### src/rtl/timing_setter.sv
// timing_setter: time-setting front end that debounces six buttons and drives BCD presets with PE to the timer.
// Ports: CP clock, CR sync active-high reset; H_/M_/S_ UP/DOWN raw buttons; Q_H/Q_M/Q_S current BCD time;
//        D_H/D_M/D_S BCD presets; PE preset-load enable (level, high in SET); SET_MODE high in SET.
module timing_setter #(
    parameter int DEBOUNCE_CYCLES = 200,
    parameter int REPEAT_DELAY    = 5000,
    parameter int REPEAT_PERIOD   = 2000,
    parameter int TIMEOUT_CYCLES  = 50000
) (
    input  logic       CP,
    input  logic       CR,
    input  logic       H_UP,
    input  logic       H_DOWN,
    input  logic       M_UP,
    input  logic       M_DOWN,
    input  logic       S_UP,
    input  logic       S_DOWN,
    input  logic [7:0] Q_H,
    input  logic [7:0] Q_M,
    input  logic [7:0] Q_S,
    output logic [7:0] D_H,
    output logic [7:0] D_M,
    output logic [7:0] D_S,
    output logic       PE,
    output logic       SET_MODE
);
    localparam int DW = $clog2(DEBOUNCE_CYCLES + 1);
    localparam int RW = $clog2(REPEAT_DELAY + 1);
    localparam int TW = $clog2(TIMEOUT_CYCLES + 1);
    typedef enum logic {IDLE, SET} state_t;
    state_t state;
    logic [5:0] raw, s1, s2, deb, deb_d, armed, fire, step, pend, ev;
    logic [DW-1:0] dcnt [6];
    logic [RW-1:0] rcnt [6];
    logic [TW-1:0] tmo;
    assign raw = {S_DOWN, S_UP, M_DOWN, M_UP, H_DOWN, H_UP};
    function automatic logic [7:0] fix(input logic [7:0] v, input logic [7:0] mx);
        return (v[3:0] <= 4'd9 && v <= mx) ? v : 8'h00;
    endfunction
    function automatic logic [7:0] adj(input logic [7:0] v, input logic up, input logic dn, input logic [7:0] mx);
        logic [7:0] inc, dec;
        inc = v == mx ? 8'h00 : v[3:0] == 4'd9 ? {v[7:4] + 4'd1, 4'd0} : v + 8'd1;
        dec = v == 8'h00 ? mx : v[3:0] == 4'd0 ? {v[7:4] - 4'd1, 4'd9} : v - 8'd1;
        return up == dn ? v : up ? inc : dec;
    endfunction
    // armed gates steps so a button held through reset must be released before it counts again
    always_comb begin
        for (int i = 0; i < 6; i++) fire[i] = deb[i] && rcnt[i] == RW'(REPEAT_DELAY);
        step = armed & ((deb & ~deb_d) | fire);
        ev = step | pend;
    end
    // sync stages reset to "pressed" so a button must be seen low after reset before arming
    always_ff @(posedge CP) begin
        if (CR) begin
            s1 <= '1;
            s2 <= '1;
            deb <= '0;
            deb_d <= '0;
            armed <= '0;
            for (int i = 0; i < 6; i++) begin
                dcnt[i] <= '0;
                rcnt[i] <= '0;
            end
        end else begin
            s1 <= raw;
            s2 <= s1;
            deb_d <= deb;
            for (int i = 0; i < 6; i++) begin
                armed[i] <= armed[i] | (~deb[i] & ~s2[i]);
                dcnt[i] <= (s2[i] != deb[i] && dcnt[i] != DW'(DEBOUNCE_CYCLES - 1)) ? dcnt[i] + 1'b1 : '0;
                if (s2[i] != deb[i] && dcnt[i] == DW'(DEBOUNCE_CYCLES - 1)) deb[i] <= s2[i];
                // reload so the next repeat lands exactly REPEAT_PERIOD cycles later
                rcnt[i] <= !deb[i] ? '0 : fire[i] ? RW'(REPEAT_DELAY - REPEAT_PERIOD + 1) : rcnt[i] + 1'b1;
            end
        end
    end
    // the step that triggers entry is parked in pend and applied one cycle after the capture
    always_ff @(posedge CP) begin
        if (CR) begin
            state <= IDLE;
            PE <= 1'b0;
            SET_MODE <= 1'b0;
            D_H <= 8'h00;
            D_M <= 8'h00;
            D_S <= 8'h00;
            pend <= '0;
            tmo <= '0;
        end else if (state == IDLE) begin
            if (|step) begin
                state <= SET;
                PE <= 1'b1;
                SET_MODE <= 1'b1;
                D_H <= fix(Q_H, 8'h23);
                D_M <= fix(Q_M, 8'h59);
                D_S <= fix(Q_S, 8'h59);
                pend <= step;
                tmo <= '0;
            end
        end else begin
            D_H <= adj(D_H, ev[0], ev[1], 8'h23);
            D_M <= adj(D_M, ev[2], ev[3], 8'h59);
            D_S <= adj(D_S, ev[4], ev[5], 8'h59);
            pend <= '0;
            if (|ev) tmo <= '0;
            else if (tmo == TW'(TIMEOUT_CYCLES - 1)) begin
                state <= IDLE;
                PE <= 1'b0;
                SET_MODE <= 1'b0;
                tmo <= '0;
            end else tmo <= tmo + 1'b1;
        end
    end
endmodule

### config.mk
export PLATFORM = sky130hd
export DESIGN_NAME = timing_setter
export DESIGN_NICKNAME = d
export VERILOG_FILES = /design/src/rtl/timing_setter.sv
export SDC_FILE = /design/constraint.sdc
export NUM_CORES = 1
export LEC_CHECK = 0
export BUFFER_PORTS_ARGS = -buffer_cell sky130_fd_sc_hd__buf_4
export CAP_MARGIN = 20
export CORE_ASPECT_RATIO = 0.7
export CORE_UTILIZATION = 60
export DETAILED_ROUTE_END_ITERATION = 6
export GPL_ROUTABILITY_DRIVEN = 0
export PLACE_DENSITY = 0.8
export SETUP_SLACK_MARGIN = 0.15
export SYNTH_ARGS = -nofsm -noshare
export SYNTH_HDL_FRONTEND = slang
export SYNTH_SLANG_ARGS = --single-unit
### constraint.sdc
create_clock -name CP -period 3.4 [get_ports CP]
set_clock_uncertainty 0.1 [all_clocks]
set_input_delay 0.85 -clock CP [delete_from_list [all_inputs] [get_ports CP]]
set_output_delay 0.85 -clock CP [all_outputs]
set_load 0.1 [all_outputs]
; Word level (Yosys, flattened, before mapping)
; Memory sizes are Yosys's and may differ from the RTL's.
; Index checks and enable logic that the tools add are counted.
[word_totals]
input_bits = 32
ramBits = 126
wordCells = 237
mem_count = 2
register_bits = 78
output_inout_bits = 26
mem_bits_ro = 0
latchBits = 0
[classes]
order_cmp = 6
n_div = 0
n_eq_ne = 39
reduce_logical = 35
multipliers = 0
muxes = 72
shifts = 0
addsub = 25
bitwise_logic = 41
[memory_table]
columns = memory, depth, word_bits, read_ports, rd_ports_with_merged_regs, write_ports, line
row1 = rcnt, 6, 13, 6, 0, 6, 34  ; logic [RW-1:0] rcnt [6];
row2 = dcnt, 6, 8, 6, 0, 6, 33  ; logic [DW-1:0] dcnt [6];
[ops]
columns = cell, n
row1 = 8-bit 2-to-1 mux, 39
row2 = 13-bit 2-to-1 mux, 18
row3 = "13-bit by 1-bit adder with 13-bit output, second input constant", 6
row4 = "13-bit == test, second input constant", 6
row5 = "8-bit by 1-bit adder with 8-bit output, second input constant", 9
row6 = 16-bit 2-to-1 mux, 4
row7 = "8-bit == test, second input constant", 6
row8 = "8-bit != test, second input constant", 6
row9 = 8-bit zero test, 3
row10 = "8-bit by 1-bit subtractor with 8-bit output, second input constant", 3
row11 = 1-bit logical AND, 21
row12 = 1-bit OR, 18
row13 = "16-bit by 1-bit adder with 16-bit output, second input constant", 1
row14 = "16-bit == test, second input constant", 1
row15 = "8-bit by 7-bit == test with 1-bit output, second input constant", 2
row16 = "8-bit by 7-bit less-or-equal comparator with 1-bit output, second input constant", 2
row17 = "4-bit by 1-bit adder with 4-bit output, second input constant", 3
row18 = 6-bit bitwise AND, 2
row19 = "4-bit == test, second input constant", 3
row20 = "4-bit less-or-equal comparator, second input constant", 3
row21 = 4-bit zero test, 3
row22 = 1-bit NOT, 12
row23 = 6-bit OR, 2
row24 = 6-bit OR reduction, 2
row25 = 14 further kinds, 43

; Depth between registers and ports, before layout
[logic_depth]
depth_word = 8
depth_mapped = 13

; Worst setup path before layout
; No wires, ideal clock.
[synth_path]
path_type = register -> register
startpoint = reg D_H[0]
endpoint = reg D_H[5]
path_buffers = 2
stages_incl_launch_ff = 11
synth_period_minus_slack_ns = 3.175
slack_ns = 0.225
t_arrival_ns = 2.937
cell_sequence = dfxtp_1 -> clkbuf_1 -> inv_1 -> ha_1 -> clkbuf_1 -> or4b_2 -> o21ai_0 -> a21oi_1 -> and3_1 -> a221oi_1 -> a211oi_1
[synth_between]
elab_chain_len = 6
word_cells_on_any_way = 13
classes_between = add/sub: 2 / eq/ne: 2 / mux: 7 / reduce/logical: 2
[synth_lines]
columns = item, line
row1 = start: declaration, 21  ; output logic [7:0] D_H,
row2 = start signal: assignment, 93  ; D_H <= fix(Q_H, 8'h23);
row3 = start signal: assignment, 100  ; D_H <= adj(D_H, ev[0], ev[1], 8'h23);
row4 = 8-bit by 1-bit subtractor with 8-bit output (tied with other cells), 43  ; dec = v == 8'h00 ? mx : v[3:0] == 4'd0 ? {v[7:4] - 4'd1, 4'd9} : v - 8'd1;
row5 = 8-bit 2-to-1 mux (on tied branches) (2 in a row), "43, 42"
row6 = 8-bit 2-to-1 mux * (2 in a row), 44  ; return up == dn ? v : up ? inc : dec;
row7 = 8-bit 2-to-1 mux *, 88  ; end else if (state == IDLE) begin
; Mark *: on every way between the ends. The rest lies on a longest branch, timed or not. The select of a mux whose other input is x is not followed.
; A chain may end at the register's enable or synchronous reset.

==> impl_metrics.json <==
{
  "drt_iter0_markers": 857,
  "viasPerCell": 5.775,
  "worstHoldStart": "s1[1]",
  "syn_inst": 1237,
  "power.density_nw_per_um2": 416.7,
  "grt_pass1_vias": 8163,
  "fin_tns_setup_ns": 0,
  "crit_path_start_kind": "register",
  "p_clk_share_pct": 47.0,
  "multi_input_area_um2": 5799,
  "setup_viol": 0,
  "reg2reg_to": "tmo[8]",
  "initial_core_util_pct": 62.39,
  "clockBufferDepth": 3,
  "async_reset_ff_share_pct": 0,
  "htreeDepth": 1,
  "mostFrequentLayoutCells": "dfxtp_1, nor2_1, nand2_1, nand3_1, buf_4",
  "maxCapViolCount": 0,
  "grt-ovfl-total": 0,
  "fin_nets": 1355,
  "final_layout_size_suffix_gt1_share_pct": 11.18,
  "drt-met1-wl_um": 11100,
  "pwr-share-comb_pct": 2.7,
  "antennaDiodeCount": 0,
  "syn_area_um2": 10320,
  "num-fill-cells": 1273,
  "cts_buffers": 20,
  "cts_root_buffer": "clkbuf_16",
  "post_cts_buffers": 0,
  "cp_max_fo": 22,
  "first_pass_iters": 7,
  "routed-wl-met2_um": 9526,
  "crit_arrival_ns": 3.36,
  "reg2reg_from": "rcnt[5][0]",
  "wl_per_cell_um": 14.82,
  "layout_commonest_cell": "dfxtp_1",
  "dpl.hpwl_um": 15600,
  "status": "finished clean",
  "fin_ws_ns": 0.3647,
  "coreArea_um2": 16540,
  "reg2reg_depth": 9,
  "worstSetupPathType": "register to register",
  "relSlewSlack_pct": 58.32,
  "hold_violations": 0,
  "grt_pass1_wl_um": 38230,
  "cp-end-kind": "register",
  "ys_seq_elements": 204,
  "clk_pin_slew_ns": 0.07,
  "pre_cts_ws_ns": 0.2472,
  "switching_power_mw": 1.025,
  "hold_buffers": 0,
  "die_w_um": 158.8,
  "p_leak_nw": 4.259,
  "grt_max_degree": 64,
  "antenna_found_initial": 0,
  "post-route-period-util_pct": 89.27,
  "power_mw": 4.835,
  "sequentialPowerShare_pct": 50.3,
  "ys.flop_type": "dfxtp_1",
  "clock-sinks": 204,
  "synth_edf_count": 0,
  "ff_latch_area_um2": 4084,
  "fin_crit_ns": 3.035,
  "p_int_mw": 3.810,
  "cts_tree": "done",
  "clock_latency_ns": 0.50,
  "cts.repair.resized": 0,
  "max_freq_ghz": 0.3295,
  "io_buffer_count": 57,
  "yosys.area.top_type": "dfxtp_1",
  "wirelength_um": 22420,
  "dpl_cell_area_um2": 10910,
  "area_growth_pct": 12.45,
  "syn_nets": 1317,
  "ys_warn_count": 0,
  "seq_area_frac_synth_pct": 39.57,
  "yosys-top-cells-area": "dfxtp_1, nor2_1, ha_1, xnor2_1, xor2_1",
  "min_to": "s2[1]",
  "die_h_um": 111.7,
  "dieArea_um2": 17740,
  "grtUsageTotal_pct": 25.38,
  "irDropWorstVdd_mv": 0.3952,
  "drtAntennaViolNets": 0,
  "switching_share_pct": 21.19,
  "r2r_setup_slack_ns": 0.36,
  "vias": 8738,
  "drc": 0,
  "yosysTopAreaCellShare_pct": 39.57,
  "wl_met3_um": 1291,
  "slew_violations": 0,
  "cp-startpoint": "rcnt[5][0]",
  "rsz0062_at_grt": "false",
  "top_layer": "met4",
  "finish.instance_area_um2": 11600,
  "whs_path_depth": 1,
  "hp-class": "register to register",
  "synth_cell_types": 71,
  "ios": 58,
  "tightest_slew_ns": 0.6253,
  "required_ns": 3.72,
  "synthesis.area_per_instance_um2": 8.343,
  "rows": 39
}
[metal layers]
metal	global-route usage, %	up-vias
met3	3.689	37
li1	-	4389
met1	36.54	4047
met2	39.82	265
met5	0	-
met4	6.472	0
[sequential cells by signal, summed over array words and instances, names as in the netlist, 8 cells and up]
| register | cells |
|---|---|
| D_M | 8 |
| D_S | 8 |
| dcnt | 48 |
| rcnt | 78 |
| D_H | 8 |
| tmo | 16 |
[power by group through the flow]
| stage | Sequential, mW | Clock, mW | Combinational, mW |
|---|---|---|---|
| 2_1_floorplan | 2.48 | 0 | 0.0822 |
| 3_3_place_gp | 2.49 | 0 | 0.126 |
| 3_5_place_dp | 2.49 | 0 | 0.129 |
| 4_1_cts | 2.43 | 2.30 | 0.130 |
| 5_1_grt | 2.44 | 2.40 | 0.149 |
| 6_report | 2.43 | 2.27 | 0.130 |
[cells in the mapped netlist, types with 9 or more instances]
cell type	number
nand4_1	26
a211oi_1	11
or4_1	10
nor2_1	182
o21ai_0	29
or3_1	11
and2_1	11
nand2b_1	18
nand2_1	92
and3_1	38
nor4b_1	9
or2_2	22
nor3_1	12
clkbuf_1	46
a311oi_1	11
inv_1	63
xor2_1	55
ha_1	48
a22oi_1	10
nand3_1	74
a21oi_1	64
o31ai_1	10
dfxtp_1	204
xnor2_1	55
nor4_1	12
[worst max-delay path by stage]
stage          endpoint  slack [ns]  cells after the start
5_1_grt          tmo[8]        0.16                      9
6_report         tmo[8]        0.36                      9
3_3_place_gp     D_S[2]        0.33                     12
4_1_cts          D_S[4]        0.20                     12
2_1_floorplan    D_H[5]        0.23                     10
3_5_place_dp     D_S[0]        0.25                     12
[cells by family (layout without fill, tap and decap cells)]
| logic type | count (synthesis) | in the layout | share of synthesized area, % |
|---|---|---|---|
| simple gates | 549 | 549 | 26.55 |
| mux | 9 | 9 | 1.140 |
| buf+inv | 117 | 168 | 4.462 |
| compound gates | 200 | 200 | 13.12 |
| fa+ha+maj | 48 | 48 | 5.820 |
| xor+xnor | 110 | 110 | 9.336 |
| flops | 204 | 204 | 39.57 |
[critical path, cell delays in order (launching register included)]
cell and delay [ns]:
dfxtp_1 0.35, inv_1 0.07, ha_1 0.15, nor4b_1 0.34, a41oi_1 0.25, o221a_2 0.40
and3_1 0.37, buf_12 0.23, or4_1 0.52, a21oi_1 0.17
[area by class of cell]
| type | count | area share [%] |
|---|---|---|
| Sequential cell | 204 | 35.19 |
| Timing Repair Buffer | 68 | 4.507 |
| Multi-Input combinational cell | 916 | 49.97 |
| Tap cell | 225 | 2.426 |
| Inverter | 65 | 2.102 |
| Clock inverter | 10 | 0.9703 |
| Clock buffer | 25 | 4.830 |
[stage by stage]
step,util (%),hold slack (ns),cells
global placement,65.95,0.2927,1478
floorplan,-,0.2895,1237
CTS,70.02,0.3131,1513
detailed placement,65.95,0.3000,1478
finish,70.15,0.3087,1513
global route,70.15,0.3305,1513
Power figures use the tool's default switching activity.
